--- config.mk ---
export PLATFORM = sky130hd
export DESIGN_NAME = mult_div_unit
export DESIGN_NICKNAME = d
export VERILOG_FILES = /design/src/rtl/mult_div_unit.sv
export SDC_FILE = /design/constraint.sdc
export NUM_CORES = 2
export LEC_CHECK = 0
export ABC_AREA = 1
export BUFFER_PORTS_ARGS = -buffer_cell sky130_fd_sc_hd__buf_4
export CAP_MARGIN = 5
export CORE_MARGIN = 1.5
export CORE_UTILIZATION = 44
export CTS_CLUSTER_DIAMETER = 200
export DETAILED_ROUTE_END_ITERATION = 7
export PLACE_DENSITY = 0.64
export SYNTH_ARGS = -nofsm -noshare
export SYNTH_HDL_FRONTEND = slang
export SYNTH_SLANG_ARGS = --single-unit
--- constraint.sdc ---
create_clock -name clk_i -period 12.55 [get_ports clk_i]
set_input_delay 1.8825 -clock clk_i [delete_from_list [all_inputs] [get_ports clk_i]]
set_output_delay 1.8825 -clock clk_i [all_outputs]
set_load 0.01 [all_outputs]
--- src/rtl/mult_div_unit.sv ---
// Multiply/divide unit for the EX stage: multi-cycle MULT/MADD/MSUB with a fixed done
// latency, and a restoring radix-2 divider with defined divide-by-zero results.
module mult_div_unit #(
  parameter int DATA_WIDTH  = 32,
  parameter int MULT_STAGES = 2
) (
  input  logic                      clk_i,
  input  logic                      rst_i,
  input  logic                      flush_i,
  input  logic                      start_i,
  input  logic [2:0]                op_i,
  input  logic [DATA_WIDTH-1:0]     operand_1_i,
  input  logic [DATA_WIDTH-1:0]     operand_2_i,
  input  logic [2*DATA_WIDTH-1:0]   hilo_in_i,
  output logic                      busy_o,
  output logic                      done_o,
  output logic [2*DATA_WIDTH-1:0]   result_o
);

  localparam int W  = DATA_WIDTH;
  localparam int W2 = 2 * DATA_WIDTH;
  localparam logic [W-1:0] ZERO_W    = {W{1'b0}};
  localparam logic [W-1:0] ONES_W    = {W{1'b1}};
  localparam logic [W-1:0] ONE_W     = W'(1);
  localparam logic [W-1:0] MUL_LAST  = W'(MULT_STAGES - 1);
  localparam logic [W-1:0] ITER_LAST = W'(W - 1);

  typedef enum logic [2:0] {
    ST_IDLE     = 3'd0,
    ST_MUL      = 3'd1,
    ST_DIV_PREP = 3'd2,
    ST_DIV_ITER = 3'd3,
    ST_DIV_FIX  = 3'd4
  } state_e;

  state_e          state_q, state_d;
  logic [2:0]      op_q, op_d;
  logic [W-1:0]    a_q, a_d;
  logic [W-1:0]    b_q, b_d;
  logic [W2-1:0]   hilo_q, hilo_d;
  logic [W-1:0]    cnt_q, cnt_d;
  logic [W-1:0]    rem_q, rem_d;
  logic [W-1:0]    quot_q, quot_d;
  logic            neg_quot_q, neg_quot_d;
  logic            neg_rem_q, neg_rem_d;
  logic            done_q, done_d;
  logic [W2-1:0]   result_q, result_d;

  logic            signed_op;
  logic            a_neg, b_neg;
  logic [W-1:0]    a_mag, b_mag;
  logic [W2-1:0]   mul_a, mul_b, product, mul_res;
  logic [W:0]      rem_sh, rem_diff;
  logic            quot_bit;

  assign signed_op = ~op_q[0];
  assign a_neg     = signed_op & a_q[W-1];
  assign b_neg     = signed_op & b_q[W-1];
  assign a_mag     = a_neg ? -a_q : a_q;
  assign b_mag     = b_neg ? -b_q : b_q;

  assign mul_a   = signed_op ? {{W{a_q[W-1]}}, a_q} : {ZERO_W, a_q};
  assign mul_b   = signed_op ? {{W{b_q[W-1]}}, b_q} : {ZERO_W, b_q};
  assign product = mul_a * mul_b;
  assign mul_res = (op_q[2:1] == 2'b10) ? (hilo_q + product) :
                   (op_q[2:1] == 2'b11) ? (hilo_q - product) : product;

  // One restoring step: shift the next dividend bit into the partial remainder.
  assign rem_sh   = {rem_q, quot_q[W-1]};
  assign rem_diff = rem_sh - {1'b0, b_q};
  assign quot_bit = ~rem_diff[W];

  // Next-state and datapath updates; flush aborts without touching the result.
  always_comb begin
    state_d    = state_q;
    op_d       = op_q;
    a_d        = a_q;
    b_d        = b_q;
    hilo_d     = hilo_q;
    cnt_d      = cnt_q;
    rem_d      = rem_q;
    quot_d     = quot_q;
    neg_quot_d = neg_quot_q;
    neg_rem_d  = neg_rem_q;
    done_d     = 1'b0;
    result_d   = result_q;
    if (flush_i) begin
      state_d = ST_IDLE;
    end else begin
      case (state_q)
        ST_IDLE: begin
          if (start_i) begin
            op_d    = op_i;
            a_d     = operand_1_i;
            b_d     = operand_2_i;
            hilo_d  = hilo_in_i;
            cnt_d   = ZERO_W;
            state_d = (op_i[2:1] == 2'b01) ? ST_DIV_PREP : ST_MUL;
          end else begin
            state_d = ST_IDLE;
          end
        end
        ST_MUL: begin
          if (cnt_q == MUL_LAST) begin
            result_d = mul_res;
            done_d   = 1'b1;
            state_d  = ST_IDLE;
          end else begin
            cnt_d = cnt_q + ONE_W;
          end
        end
        ST_DIV_PREP: begin
          if (b_q == ZERO_W) begin
            quot_d     = ONES_W;
            rem_d      = a_q;
            neg_quot_d = 1'b0;
            neg_rem_d  = 1'b0;
            state_d    = ST_DIV_FIX;
          end else begin
            quot_d     = a_mag;
            rem_d      = ZERO_W;
            b_d        = b_mag;
            neg_quot_d = a_neg ^ b_neg;
            neg_rem_d  = a_neg;
            cnt_d      = ZERO_W;
            state_d    = ST_DIV_ITER;
          end
        end
        ST_DIV_ITER: begin
          rem_d  = quot_bit ? rem_diff[W-1:0] : rem_sh[W-1:0];
          quot_d = {quot_q[W-2:0], quot_bit};
          if (cnt_q == ITER_LAST) begin
            state_d = ST_DIV_FIX;
          end else begin
            cnt_d = cnt_q + ONE_W;
          end
        end
        ST_DIV_FIX: begin
          result_d = {(neg_rem_q ? -rem_q : rem_q), (neg_quot_q ? -quot_q : quot_q)};
          done_d   = 1'b1;
          state_d  = ST_IDLE;
        end
        default: begin
          state_d = ST_IDLE;
        end
      endcase
    end
  end

  // State and datapath registers with synchronous reset.
  always_ff @(posedge clk_i) begin
    if (rst_i) begin
      state_q    <= ST_IDLE;
      op_q       <= 3'd0;
      a_q        <= ZERO_W;
      b_q        <= ZERO_W;
      hilo_q     <= {W2{1'b0}};
      cnt_q      <= ZERO_W;
      rem_q      <= ZERO_W;
      quot_q     <= ZERO_W;
      neg_quot_q <= 1'b0;
      neg_rem_q  <= 1'b0;
      done_q     <= 1'b0;
      result_q   <= {W2{1'b0}};
    end else begin
      state_q    <= state_d;
      op_q       <= op_d;
      a_q        <= a_d;
      b_q        <= b_d;
      hilo_q     <= hilo_d;
      cnt_q      <= cnt_d;
      rem_q      <= rem_d;
      quot_q     <= quot_d;
      neg_quot_q <= neg_quot_d;
      neg_rem_q  <= neg_rem_d;
      done_q     <= done_d;
      result_q   <= result_d;
    end
  end

  assign busy_o   = (state_q != ST_IDLE);
  assign done_o   = done_q;
  assign result_o = result_q;

endmodule

==> run metrics <==
status complete, but fails checks; failing checks DRC; most common cell after layout, fill and taps aside inv_1; DR vias/cell roughly 5.4; Final Core Density 0.478; fill count between 15000 and 20000; clk buf depth 3; reg-to-reg critical path endpoint result_o[47]$_SDFFE_PP0P_; Final Instance Area roughly 83000 um2; leakage power between 40 and 50 nW; maximum clock rate 81.5 MHz; max_cap viols 0; final setup fails 0; top post-synthesis cells by area fa_1 37%, inv_1 14%, nand2_1 9.6%, dfxtp_1 7.8%, ha_1 7.6%; Worst Setup End Kind flip-flop; CP Max Fanout 25; CP startpoint kind flip-flop; cell area after placement about 80000 um2; syn_nets roughly 13000; average wire per standard cell 24.7 um; GRT Total Usage 0.367; HPWL Detailed 271000 um; relative slew slack 0.107; layout cells sized above 1 0.0650; clk sink count 297; Crit path top cell by count fa_1; worst r2r src a_q[10]$_SDFFE_PP0P_; first-pass GRT wire length 475000 um; post-synthesis cell area 76700 um2; post-CTS setup buffers 0; R2R depth between 40 and 50; most frequent cells in the layout 2812 x inv_1, 1969 x nand2_1, 1436 x fa_1; cells after synthesis 10500; CTS tree done; Tcrit/Tclk final 0.978; Post-Route WL 320000 um; Detail Route Antenna Nets 0; chip height roughly 420 um; # DRC 1; total power 20.6 mW; Critical Path RT about 13 ns; Avg Inst Size Synth between 7 and 8 um2; Hold Violations, Final 0; Inserted Clock Buffers 42; RSZ-0062 raised after global routing false; synth unique cells 67; Worst Max-Slew Pin Slew approximately 1.3 ns; Die W approximately 420 um; Clock transition at path regs ~0.07 ns; Fin Setup TNS 0 ns; Yosys top cell area share 0.375; 1st-iter DRT viols around 7200; Clock Latency Late Sink ~0.67 ns; Syn-to-layout area delta 8.25%; Site Rows approximately 150; pins over their slew limit 0; die area 177000 um2; port bufs 200; H-tree levels 2; synth warn 0; DRT Pass-1 Iters 8; Setup crit start a_q[10]$_SDFFE_PP0P_; Setup Crit Path Kind flip-flop to flip-flop; total grt overflow 0; Worst path max stage delay around 0.67 ns; Worst Hold Class flip-flop to flip-flop; Seq/Total Area, Yosys 0.0776; worst setup path end result_o[47]$_SDFFE_PP0P_; Power per Cell Area approximately 250 nW/um2; CP arrival roughly 13 ns; Starting Density 0.442; via count around 70000; CTS Root Cell clkbuf_16; nets roughly 13000; initial antenna violation count 11; vias in the first global route 72300; largest net degree at the start of global routing 95; slowest library cell on the worst path fa_1; RD Place Congestion approximately 1.0; Peak VDD IR about 0.37 mV; Placeable Area ~170000 um2; #FFs+latches synth 297; Clock Skew 0.0593 ns; Synth area leader fa_1; I/O pin total around 200; cts hold-fix bufs 0; flop2flop setup slack 0.27 ns; min cycle time layout 12.28 ns
## critical path, delay by kind of cell (launching register included)
family / cells / cell delay [ns]
AOI/OAI and AO/OA: 7 / 1.65
and+or+nand+nor: 12 / 2.25
adders and majority gates: 12 / 5.85
xor gates and xnor gates: 1 / 0.51
DFF: 1 / 0.56
buffers and inverters: 10 / 1.26
## cell usage after synthesis (all sizes together)
library cell	number
a21o	28
xor2	108
o221ai	27
a211oi	19
o21ai	606
o211ai	67
clkbuf	305
o2111ai	7
a31o	1
xnor2	38
inv	2826
nand4	56
a21oi	709
nor3b	7
o31ai	5
nor3	103
nand2	1977
nor4	36
o22ai	3
a31oi	81
o21a	25
o311ai	1
nand3	250
buf	162
clkinv	7
and2	1
a221oi	14
o221a	1
ha	463
o21bai	19
o41ai	1
a41oi	1
a21boi	16
and3	5
a2111oi	1
nor2	769
dfxtp	297
a32o	1
fa	1436
nand3b	14
or2	47
## through the flow
step                instances  setup WS, ns  hold WS (ns)
global placement        12900         0.351         0.456
detailed placement      12900         0.361         0.459
finish                  12900         0.275         0.468
global route            12900        0.0319         0.501
floorplan               10500          1.88         0.445
CTS                     12900         0.351         0.470
## layout make-up
type	count	area (um2)	share of cell area
inverter	2833	10600	0.128
multi-input combinational	6943	58300	0.702
clock inverter	28	318	0.00383
timing repair buffer	467	3760	0.0453
tap	2325	2910	0.0351
sequential	297	5980	0.0720
antenna	4	10.0	0.000121
clock buffer	50	1110	0.0134
## cell families after synthesis
kind of cell               share of synthesized area
DFF                                           0.0776
and+or+nand+nor                                0.175
buffers and inverters                          0.163
xor gates and xnor gates                      0.0167
AOI/OAI and AO/OA                              0.117
adders and majority gates                      0.451
## sequential cells by signal, summed over array words and instances, names as in the netlist
signal      flops
a_q            32
neg_quot_q      1
cnt_q          32
result_o       64
rem_q          32
b_q            32
quot_q         32
done_o          1
state_q         3
op_q            3
hilo_q         64
neg_rem_q       1
## layer usage
layer	global-route usage	vias to the layer above	routed length [um]
met5	0	-	27
met4	0.181	4	19000
met3	0.0613	631	28400
met2	0.582	3224	143000
met1	0.484	35000	129000
li1	-	31500	-
## power by group
part	switching, mW	internal [mW]	total [mW]
logic	12.9	5.31	18.2
clock network	0.604	0.692	1.30
registers	0.118	0.991	1.11
## worst min path at each step
stage / start / to / slack, ns / cells after the start
after detailed placement: result_o[0]$_SDFFE_PP0P_ / result_o[0]$_SDFFE_PP0P_ / 0.46 / 2
after CTS: result_o[0]$_SDFFE_PP0P_ / result_o[0]$_SDFFE_PP0P_ / 0.47 / 2
final: result_o[0]$_SDFFE_PP0P_ / result_o[0]$_SDFFE_PP0P_ / 0.47 / 2
after floorplan: quot_q[24]$_SDFFE_PP0P_ / quot_q[24]$_SDFFE_PP0P_ / 0.45 / 2
after global routing: result_o[0]$_SDFFE_PP0P_ / result_o[0]$_SDFFE_PP0P_ / 0.50 / 2
after global placement: quot_q[24]$_SDFFE_PP0P_ / quot_q[24]$_SDFFE_PP0P_ / 0.46 / 2
## what timing repair did
action                                  4_1_cts  5_1_grt
endpoints found under the setup margin        0       11
endpoints found under the hold margin         0        0
gates resized for setup                       0        8
Power figures use the tool's default switching activity.
